**config.mk**
```make
export PLATFORM = sky130hd
export DESIGN_NAME = bitwise_op_driver
export DESIGN_NICKNAME = d
export VERILOG_FILES = /design/src/rtl/bitwise_op_driver.sv
export SDC_FILE = /design/constraint.sdc
export NUM_CORES = 1
export LEC_CHECK = 0
export ABC_AREA = 1
export CELL_PAD_IN_SITES_DETAIL_PLACEMENT = 0
export CELL_PAD_IN_SITES_GLOBAL_PLACEMENT = 2
export CORE_MARGIN = 5
export CORE_UTILIZATION = 22
export DETAILED_ROUTE_END_ITERATION = 7
export PLACE_DENSITY_LB_ADDON = 0.1
export SLEW_MARGIN = 20
export SYNTH_ARGS = -nofsm -noshare
export SYNTH_HDL_FRONTEND = slang
export SYNTH_SLANG_ARGS = --single-unit
```
**constraint.sdc**
```tcl
create_clock -name clk -period 1.55 [get_ports clk]
set_clock_uncertainty 0.15 [all_clocks]
set_input_delay 0.3875 -clock clk [delete_from_list [all_inputs] [get_ports clk]]
set_output_delay 0.3875 -clock clk [all_outputs]
set_load 0.01 [all_outputs]
```
**src/rtl/bitwise_op_driver.sv**
```systemverilog
// Request/response driver for an external combinational bitwise operator unit.
// Optional BITWISE_SELFCHECK_EN adds a reference model that flags bad results.
module bitwise_op_driver #(
  parameter int WIDTH         = 8,
  parameter int SETTLE_CYCLES = 1
) (
  input  logic             clk,
  input  logic             rst,
  input  logic             req_valid,
  output logic             req_ready,
  input  logic [WIDTH-1:0] req_x,
  input  logic [WIDTH-1:0] req_y,
  input  logic [2:0]       req_op,
  output logic [WIDTH-1:0] alu_x,
  output logic [WIDTH-1:0] alu_y,
  output logic [2:0]       alu_op_code,
  input  logic [WIDTH-1:0] alu_result,
  output logic             rsp_valid,
  input  logic             rsp_ready,
  output logic [WIDTH-1:0] rsp_result,
  output logic [2:0]       rsp_op,
  output logic             rsp_err,
  output logic [15:0]      txn_count,
  output logic             mismatch
);

  // state  | meaning
  // IDLE   | ready for a request
  // DRIVE  | operands on alu_*, waiting for the unit to settle
  // RESP   | response presented, waiting for rsp_ready
  typedef enum logic [1:0] {
    S_IDLE  = 2'd0,
    S_DRIVE = 2'd1,
    S_RESP  = 2'd2
  } state_e;

  localparam logic [3:0] SETTLE_LD = 4'(SETTLE_CYCLES);

  state_e           state_q, state_d;
  logic [3:0]       cnt_q, cnt_d;
  logic [WIDTH-1:0] alu_x_q, alu_x_d;
  logic [WIDTH-1:0] alu_y_q, alu_y_d;
  logic [2:0]       alu_op_q, alu_op_d;
  logic [WIDTH-1:0] rsp_result_q, rsp_result_d;
  logic [2:0]       rsp_op_q, rsp_op_d;
  logic             rsp_err_q, rsp_err_d;
  logic [15:0]      txn_q, txn_d;
  logic             op_legal;
  logic             capture;
  logic             chk_fail;

  assign op_legal = (req_op <= 3'b101);
  assign capture  = (state_q == S_DRIVE) && (cnt_q <= 4'd1);

`ifdef BITWISE_SELFCHECK_EN
  logic             mismatch_q;
  logic [WIDTH-1:0] expected;

  always_comb begin
    expected = '0;
    case (alu_op_q)
      3'b000:  expected = alu_x_q & alu_y_q;
      3'b001:  expected = ~(alu_x_q & alu_y_q);
      3'b010:  expected = alu_x_q | alu_y_q;
      3'b011:  expected = ~(alu_x_q | alu_y_q);
      3'b100:  expected = alu_x_q ^ alu_y_q;
      3'b101:  expected = ~(alu_x_q ^ alu_y_q);
      default: expected = '0;
    endcase
  end

  assign chk_fail = (alu_result != expected);

  always_ff @(posedge clk) begin
    if (rst) begin
      mismatch_q <= 1'b0;
    end else if (capture && chk_fail) begin
      mismatch_q <= 1'b1;
    end
  end

  assign mismatch = mismatch_q;
`else
  assign chk_fail = 1'b0;
  assign mismatch = 1'b0;
`endif

  always_comb begin
    state_d      = state_q;
    cnt_d        = cnt_q;
    alu_x_d      = alu_x_q;
    alu_y_d      = alu_y_q;
    alu_op_d     = alu_op_q;
    rsp_result_d = rsp_result_q;
    rsp_op_d     = rsp_op_q;
    rsp_err_d    = rsp_err_q;
    txn_d        = txn_q;
    case (state_q)
      S_IDLE: begin
        if (req_valid) begin
          if (op_legal) begin
            alu_x_d  = req_x;
            alu_y_d  = req_y;
            alu_op_d = req_op;
            cnt_d    = SETTLE_LD;
            state_d  = S_DRIVE;
          end else begin
            // Illegal ops never reach the unit; alu_* keep the last operands.
            rsp_result_d = '0;
            rsp_op_d     = req_op;
            rsp_err_d    = 1'b1;
            state_d      = S_RESP;
          end
        end
      end
      S_DRIVE: begin
        if (capture) begin
          cnt_d        = 4'd0;
          rsp_result_d = alu_result;
          rsp_op_d     = alu_op_q;
          rsp_err_d    = chk_fail;
          state_d      = S_RESP;
        end else begin
          cnt_d = cnt_q - 4'd1;
        end
      end
      S_RESP: begin
        if (rsp_ready) begin
          txn_d   = txn_q + 16'd1;
          state_d = S_IDLE;
        end
      end
      default: state_d = S_IDLE;
    endcase
  end

  always_ff @(posedge clk) begin
    if (rst) begin
      state_q      <= S_IDLE;
      cnt_q        <= 4'd0;
      alu_x_q      <= '0;
      alu_y_q      <= '0;
      alu_op_q     <= 3'b000;
      rsp_result_q <= '0;
      rsp_op_q     <= 3'b000;
      rsp_err_q    <= 1'b0;
      txn_q        <= 16'd0;
    end else begin
      state_q      <= state_d;
      cnt_q        <= cnt_d;
      alu_x_q      <= alu_x_d;
      alu_y_q      <= alu_y_d;
      alu_op_q     <= alu_op_d;
      rsp_result_q <= rsp_result_d;
      rsp_op_q     <= rsp_op_d;
      rsp_err_q    <= rsp_err_d;
      txn_q        <= txn_d;
    end
  end

  assign req_ready   = (state_q == S_IDLE);
  assign rsp_valid   = (state_q == S_RESP);
  assign alu_x       = alu_x_q;
  assign alu_y       = alu_y_q;
  assign alu_op_code = alu_op_q;
  assign rsp_result  = rsp_result_q;
  assign rsp_op      = rsp_op_q;
  assign rsp_err     = rsp_err_q;
  assign txn_count   = txn_q;

endmodule

```
==> flow_metrics.env, run 1 <==
export IMPL_period_minus_slack_ps=1520
export IMPL_dp_hpwl_um=5070
export IMPL_avgSynthCellArea_sq_um=7.47
export IMPL_grt_pass1_wl_um=11200
export IMPL_start_util_pct=22.6
export IMPL_ir_drop_mv=0.372
export IMPL_globalplace_congestion=0.764
export IMPL_syn_inst=313
export IMPL_via_per_inst=4.06
export IMPL_cts_tree="yes"
export IMPL_ys_warn_count=0
export IMPL_synth_top_family_by_area="simple AND/OR/NAND/NOR gates"
export IMPL_drtIter0Drc=53
export IMPL_overflow=0
export IMPL_nNetsFinal=464
export IMPL_ys_seq_area_share_pct=45.4
export IMPL_cp_max_fo=7
export IMPL_rr_startpoint="state_q[0]"
export IMPL_worstPathRequired_ps=1610
export IMPL_setup_viol=0
export IMPL_ant_nets=0
export IMPL_cp_end_kind="register"
export IMPL_path_cells="buf_8 > clkinv_8 > buf_4 > a21oi_4 > nand2_4 > buf_8 > o21ai_2 > nor2_1"
export IMPL_cts_hold_buf=0
export IMPL_core_area_sq_mm=0.0104
export IMPL_die_x_um=113
export IMPL_drive_gt1_share_pct=24.1
export IMPL_synth_area_leaders="dfxtp_1, nor2_1, inv_1, a21oi_1, o21ai_0"
export IMPL_h_tree_depth=2
export IMPL_hp_class="register to register"
export IMPL_netlist_top_cell_by_area="dfxtp_1"
export IMPL_hp_start="alu_y[5]"
export IMPL_max_freq_mhz=659
export IMPL_yosysTopAreaCellShare_pct=45.4
export IMPL_grt_max_degree=40
export IMPL_die_y_um=113
export IMPL_layout_common_cells="nor2_1, inv_1, dfxtp_1, dlygate4sd2_1, buf_4"
export IMPL_fill_cells=1126
export IMPL_final_core_util_pct=36.8
export IMPL_hold_violations=0
export IMPL_synth_mux_area_share_pct=0
export IMPL_ys_seq_elements=53
export IMPL_clkSinkCount=53
export IMPL_clk_latency_ps=310
export IMPL_cts_buffer_depth=2
export IMPL_first_global_vias=2383
export IMPL_drc=0
export IMPL_final_common_cell="nor2_1"
export IMPL_path_clk_slew_ps=100
export IMPL_critPathArrivalTime_ps=1580
export IMPL_syn_to_final_growth_pct=63.1
export IMPL_die_area_sq_mm=0.0128
export IMPL_critPathLaunch="state_q[0]"
export IMPL_maxCapViolations=0
export IMPL_rows=37
export IMPL_period_share_pct=97.9
export IMPL_grt_setup_unrepaired="true"
export IMPL_status="complete, no violations"
export IMPL_cpPeakStageDelay_ps=380
export IMPL_io_pins=81
export IMPL_grtUsageTotal_pct=10.8
export IMPL_drv_slew=0
export IMPL_drt_pre_antenna_iters=4
export IMPL_wirelength_um=6800
export IMPL_p_per_area_mw_per_mm2=821
export IMPL_crit_slowest_cell="dfxtp_4"
export IMPL_dr_total_vias=2301
export IMPL_wl_per_cell_um=12.0
export IMPL_port_buffers=79
export IMPL_syn_area_sq_mm=0.00234
export IMPL_cp_common_cell="buf_8"
export IMPL_hold_slack_ps=294
export IMPL_critical_path_class="register to register"
export IMPL_cts_buffers=5
export IMPL_synth_nets=347
export IMPL_synth_distinct_cells=33
export IMPL_cts_root_buf="clkbuf_8"
export IMPL_synthXorXnorAreaFrac_pct=2.25
export IMPL_synth_compound_area_share_pct=17.7
export IMPL_diodes=0
export IMPL_synthAdderAreaFrac_pct=1.61
export IMPL_antenna_found_initial=0
export IMPL_leakage_nw=1.71
export IMPL_crit_path_start_kind="register"
export IMPL_synth_simple_area_share_pct=21.3
-- cells in the mapped netlist, drive strengths merged --
master  count
o21ai      41
nor2       53
nand3b      1
xor2        6
buf         9
a21oi      34
conb        1
nand2      35
nand3      11
o21bai      2
nor3        2
nand4       5
a211oi      1
nor3b       1
or2         1
inv        49
clkbuf      5
dfxtp      53
ha          3
-- final timing paths --
kind	end	slack [ps]	depth (start not counted)
worst max-delay path	rsp_op[2]	30	8
worst max register to register	rsp_op[2]	30	8
worst min register to register	alu_y[5]	290	2
worst min-delay path	alu_y[5]	290	2
-- per-layer routing --
metal  up-vias  share of wire, %  global-route usage, %  routed length (um)
met5         -                 0                      0                   0
met4         0              0.97                   2.88                  66
met3         7               8.0                   4.12                 547
met2        61                46                   17.8                3150
met1      1010                45                   13.2                3040
li1       1223                 -                      -                   -
-- power breakdown --
| part | internal, W | switching, W | total, W |
|---|---|---|---|
| clock network | 0.000406 | 0.000476 | 0.000882 |
| logic | 0.000384 | 0.000358 | 0.000742 |
| registers | 0.00145 | 0.0000534 | 0.00151 |
| total | 0.00224 | 0.000887 | 0.00313 |
-- repair_timing --
action / CTS / global route
resized for setup: 79 / 42
pin swaps: 6 / 18
gates cloned: 0 / 0
setup endpoints to repair: 71 / 36
setup buffers: 2 / 6
-- metrics by stage --
stage	setup TNS (ps)	setup WS (ps)	std cells	power (W)	cell area [sq um]
global placement	-14250	-361	551	0.00225	3540
finish	0	32.7	567	0.00313	3810
floorplan	0	19.6	313	0.00185	2340
detailed placement	-15270	-428	551	0.00225	3540
global route	-415	-57.3	567	0.00335	3810
CTS	0	9.80	561	0.00313	3640
-- critical path, delay by kind of cell, from the launching register on --
family / cells / cell delay, ps
buf+inv: 4 / 470
flops: 1 / 380
compound gates: 2 / 270
simple gates: 2 / 150
-- cell type report --
cell class	instances	area, sq um	share of cell area, %
Clock buffer	7	96.3	2.53
Multi-Input combinational cell	197	1120	29.4
Inverter	49	201	5.28
Timing Repair Buffer	124	1140	29.8
Clock inverter	1	5.00	0.131
Sequential cell	53	1080	28.4
Tap cell	136	170	4.46
-- registers in the layout (all words and copies together) (netlist names) --
name         cells
alu_x            8
alu_y            8
rsp_err          1
rsp_result       8
alu_op_code      3
state_q          2
rsp_op           3
txn_count       16
cnt_q            4
-- logic make-up (layout without fill, tap and decap cells) --
logic type / Yosys count / count (layout)
xor gates and xnor gates: 6 / 6
other: 1 / 1
AOI/OAI and AO/OA: 78 / 78
buffers and inverters: 63 / 181
and+or+nand+nor: 109 / 109
adders and majority gates: 3 / 3
DFF: 53 / 53
Power figures use the tool's default switching activity.
==> run 2: changes to the inputs <==
--- a/config.mk
+++ b/config.mk
@@ -9,9 +9,11 @@
 export CELL_PAD_IN_SITES_DETAIL_PLACEMENT = 0
 export CELL_PAD_IN_SITES_GLOBAL_PLACEMENT = 2
 export CORE_MARGIN = 5
-export CORE_UTILIZATION = 22
+export CORE_UTILIZATION = 24
 export DETAILED_ROUTE_END_ITERATION = 7
+export MAX_ROUTING_LAYER = met4
 export PLACE_DENSITY_LB_ADDON = 0.1
+export SETUP_SLACK_MARGIN = 0.15
 export SLEW_MARGIN = 20
 export SYNTH_ARGS = -nofsm -noshare
 export SYNTH_HDL_FRONTEND = slang
==> constraint.sdc (replaced) <==
create_clock -name clk -period 1.7 [get_ports clk]
set_clock_uncertainty 0.15 [all_clocks]
set_input_delay 0.425 -clock clk [delete_from_list [all_inputs] [get_ports clk]]
set_output_delay 0.425 -clock clk [all_outputs]
set_load 0.01 [all_outputs]
==> flow_metrics.env, run 2 (same netlist as run 1, synthesis figures left out) <==
export IMPL_ir_drop_mv=0.345
export IMPL_p_per_area_mw_per_mm2=780
export IMPL_layout_common_cells="nor2_1, inv_1, dfxtp_1"
export IMPL_die_area_sq_mm=0.0118
export IMPL_dp_cells=537
export IMPL_seqCellArea_sq_mm=0.00109
export IMPL_rows=36
export IMPL_ant_nets=0
export IMPL_h_tree_depth=2
export IMPL_port_buffers=79
export IMPL_overflow=0
export IMPL_top_layer_used="met4"
export IMPL_crit_path_start_kind="register"
export IMPL_largest_reg_flops=16
export IMPL_via_per_inst=4.04
export IMPL_clk_latency_ps=310
export IMPL_power_frac_comb_pct=22.2
export IMPL_fill_cells=1050
export IMPL_pwr_share_seq_pct=46.9
export IMPL_hold_violations=0
export IMPL_grtUsageTotal_pct=12.0
export IMPL_fin_cells=555
export IMPL_die_y_um=109
export IMPL_p_clk_share_pct=30.9
export IMPL_critPathArrivalTime_ps=980
export IMPL_cts_root_buf="clkbuf_8"
export IMPL_final_common_cell="nor2_1"
export IMPL_grt_setup_unrepaired="true"
export IMPL_setup_viol=0
export IMPL_wl_met1_um=3240
export IMPL_maxCapViolations=0
export IMPL_period_share_pct=91.7
export IMPL_multi_input_area_sq_mm=0.00112
export IMPL_finalPower_w=0.00293
export IMPL_io_pins=81
export IMPL_max_freq_mhz=642
export IMPL_syn_to_final_growth_pct=60.9
export IMPL_power_internal_w=0.00214
export IMPL_drive_gt1_share_pct=23.9
export IMPL_drv_slew=0
export IMPL_globalplace_congestion=0.730
export IMPL_drt_pre_antenna_iters=4
export IMPL_period_minus_slack_ps=1560
export IMPL_cts_buffers=5
export IMPL_cts_hold_buf=0
export IMPL_drtIter0Drc=49
export IMPL_status="complete, no violations"
export IMPL_clkSinkCount=53
export IMPL_leakage_nw=1.57
export IMPL_first_global_vias=2226
export IMPL_dp_hpwl_um=4870
export IMPL_die_x_um=109
export IMPL_worstPathRequired_ps=1120
export IMPL_antenna_found_initial=0
export IMPL_nNetsFinal=455
export IMPL_final_core_util_pct=39.0
export IMPL_cp_end_kind="output pin"
export IMPL_switchingPower_w=0.000793
export IMPL_diodes=0
export IMPL_placed_area_sq_mm=0.00345
export IMPL_drc=0
export IMPL_cts_tree="yes"
export IMPL_core_area_sq_mm=0.00964
export IMPL_grt_max_degree=40
export IMPL_critical_path_class="register to output pin"
export IMPL_path_clk_slew_ps=100
export IMPL_hp_class="register to register"
export IMPL_wl_per_cell_um=11.9
export IMPL_cp_max_fo=3
export IMPL_start_util_pct=24.3
export IMPL_grt_pass1_wl_um=10900
export IMPL_dr_wl_met3_um=430
export IMPL_wl_met2_um=2830
export IMPL_dr_total_vias=2241
export IMPL_switching_share_pct=27.0
export IMPL_cts_buffer_depth=2
export IMPL_wirelength_um=6580
export IMPL_design_area_sq_mm=0.00376
-- run 2: cell count changes in the layout (fill, tap and decap cells not counted), sizes merged --
| cell | change |
|---|---|
| clkdlybuf4s15 | +20 |
| dlymetal6s2s | -2 |
| buf | -9 |
| clkinvlp | +1 |
| dlygate4sd2 | -23 |
| clkinv | -2 |
| clkdlybuf4s50 | -1 |
| clkbuf | +5 |
| bufinv | +1 |
| inv | +1 |
-- run 2: per-layer routing --
metal,global-route usage [%],vias to the layer above
met5,-,-
met4,3.52,0
met3,3.73,6
met2,17.4,59
met1,16.1,969
li1,-,1207
-- run 2: worst paths after layout --
kind,startpoint,to,slack (ps),depth (start not counted)
setup / recovery,state_q[1],req_ready,140,3
setup reg to reg,cnt_q[0],rsp_err,170,8
hold reg to reg,alu_x[1],alu_x[1],300,2
hold / removal,alu_x[1],alu_x[1],300,2
-- run 2: what timing repair did --
| item | in CTS | in global routing |
|---|---|---|
| pin swaps | 8 | 7 |
| gates resized for setup | 100 | 54 |
| buffers inserted | 6 | 4 |
| setup endpoints to repair | 67 | 58 |
-- run 2: cell type report --
class	count	share of cell area [%]
tap	133	4.42
clock buffer	6	2.19
inverter	49	5.15
timing repair buffer	115	28.3
clock inverter	2	0.998
multi-input combinational	197	29.9
sequential	53	29.1
-- run 2: power groups by stage --
| stage | registers [W] | logic [W] | clock network [W] |
|---|---|---|---|
| CTS | 0.00137 | 0.000643 | 0.000959 |
| floorplan | 0.00143 | 0.000252 | 0 |
| finish | 0.00138 | 0.000652 | 0.000906 |
| detailed placement | 0.00140 | 0.000643 | 0 |
| global placement | 0.00140 | 0.000643 | 0 |
| global route | 0.00139 | 0.000724 | 0.00101 |
-- run 2: through the flow --
stage	hold slack [ps]	setup slack, ps	setup TNS (ps)
floorplan	308	170	0
global placement	280	-242	-7740
detailed placement	287	-284	-8740
CTS	301	126	0
global route	313	87.5	0
finish	296	141	0
-- run 2: critical path, stage by stage, from the launching register on --
cell     delay [ps]
dfxtp_2         350
buf_6           110
nor2_4          100
buf_6           110
==> run 3: changes to the inputs <==
--- a/config.mk
+++ b/config.mk
@@ -6,6 +6,7 @@
 export NUM_CORES = 1
 export LEC_CHECK = 0
 export ABC_AREA = 1
+export CAP_MARGIN = 10
 export CELL_PAD_IN_SITES_DETAIL_PLACEMENT = 0
 export CELL_PAD_IN_SITES_GLOBAL_PLACEMENT = 2
 export CORE_MARGIN = 5
@@ -18,3 +19,4 @@
 export SYNTH_ARGS = -nofsm -noshare
 export SYNTH_HDL_FRONTEND = slang
 export SYNTH_SLANG_ARGS = --single-unit
+export TNS_END_PERCENT = 50
==> flow_metrics.env, run 3 (same netlist as run 1, synthesis figures left out) <==
export IMPL_cts_buffer_depth=2
export IMPL_p_per_area_mw_per_mm2=788
export IMPL_largest_reg_flops=16
export IMPL_final_common_cell="nor2_1"
export IMPL_grt_setup_unrepaired="true"
export IMPL_path_clk_slew_ps=100
export IMPL_worstPathRequired_ps=1120
export IMPL_globalplace_congestion=0.730
export IMPL_die_x_um=109
export IMPL_diodes=0
export IMPL_die_y_um=109
export IMPL_critPathArrivalTime_ps=980
export IMPL_nNetsFinal=451
export IMPL_cp_end_kind="output pin"
export IMPL_setup_viol=0
export IMPL_hold_slack_ps=295
export IMPL_start_util_pct=24.3
export IMPL_grt_pass1_wl_um=10800
export IMPL_design_area_sq_mm=0.00372
export IMPL_cts_hold_buf=0
export IMPL_dp_hpwl_um=4870
export IMPL_wl_per_cell_um=11.8
export IMPL_drtIter0Drc=80
export IMPL_grtUsageTotal_pct=11.9
export IMPL_clk_latency_ps=310
export IMPL_hp_class="register to register"
export IMPL_drt_pre_antenna_iters=4
export IMPL_max_freq_mhz=642
export IMPL_clkSinkCount=53
export IMPL_drv_slew=0
export IMPL_placed_area_sq_mm=0.00345
export IMPL_cp_max_fo=3
export IMPL_setup_tns_ps=0
export IMPL_period_minus_slack_ps=1560
export IMPL_ir_drop_mv=0.334
export IMPL_drive_gt1_share_pct=22.2
export IMPL_die_area_sq_mm=0.0118
export IMPL_ant_nets=0
export IMPL_syn_to_final_growth_pct=59.1
export IMPL_leakage_nw=1.63
export IMPL_period_share_pct=91.6
export IMPL_r2r_slack_ps=170
export IMPL_critical_path_class="register to output pin"
export IMPL_layout_common_cells="nor2_1, inv_1, dlygate4sd2_1"
export IMPL_rows=36
export IMPL_h_tree_depth=2
export IMPL_first_global_vias=2199
export IMPL_drc=0
export IMPL_via_per_inst=4.02
export IMPL_dr_total_vias=2216
export IMPL_dp_cells=537
export IMPL_overflow=0
export IMPL_wirelength_um=6530
export IMPL_antenna_found_initial=0
export IMPL_cts_root_buf="clkbuf_8"
export IMPL_maxCapViolations=0
export IMPL_status="complete, no violations"
export IMPL_crit_path_start_kind="register"
export IMPL_final_core_util_pct=38.6
export IMPL_hold_violations=0
export IMPL_fin_cells=551
export IMPL_grt_max_degree=40
export IMPL_port_buffers=79
export IMPL_cts_buffers=5
export IMPL_io_pins=81
export IMPL_core_area_sq_mm=0.00964
export IMPL_cts_tree="yes"
run 3: changes by cell type in the layout (fill, tap and decap cells not counted), sizes merged:
| cell | previous run | this run |
|---|---|---|
| buf | 38 | 34 |
| clkdlybuf4s15 | 25 | 7 |
| dlygate4sd2 | 20 | 42 |
| clkbuf | 12 | 8 |
run 3: layout make-up:
| type | count | area (sq um) |
|---|---|---|
| Inverter | 49 | 196 |
| Fill cell | 1056 | 5920 |
| Timing Repair Buffer | 111 | 1040 |
| Clock buffer | 6 | 82.6 |
| Tap cell | 133 | 166 |
| Multi-Input combinational cell | 197 | 1110 |
| Sequential cell | 53 | 1090 |
| Clock inverter | 2 | 37.5 |
run 3: power by group:
part           switching (W)  total [W]  internal, W
sequential         0.0000504    0.00138      0.00133
clock               0.000425   0.000904     0.000479
combinational       0.000317   0.000652     0.000335
total               0.000792    0.00293      0.00214
run 3: path summary, 6_finish.rpt:
path | depth (start not counted) | end | startpoint
worst max-delay path | 3 | req_ready | state_q[1]
worst min-delay path | 2 | alu_y[4] | alu_y[4]
worst max register to register | 8 | rsp_err | cnt_q[0]
worst min register to register | 2 | alu_y[4] | alu_y[4]
run 3: critical path, cell delays in order (launching register included):
cell and delay (ps):
dfxtp_2 350, buf_6 120, nor2_4 100, buf_6 110
run 3: repair_timing:
item,CTS,global route
resized for setup,101,27
pin swaps,6,9
setup endpoints to repair,67,57
setup buffers,0,6
run 3: routing by layer:
layer	up-vias	GRT usage, %	part of all wire [%]
met4	0	3.52	1.3
met1	952	16.1	49
li1	1197	-	-
met3	6	3.91	7.1
met2	61	16.9	42
met5	-	-	0
run 3: through the flow:
step	power, W	setup WS [ps]
global placement	0.00205	-242
CTS	0.00296	126
detailed placement	0.00205	-284
finish	0.00293	142
global route	0.00311	85.6
floorplan	0.00169	170
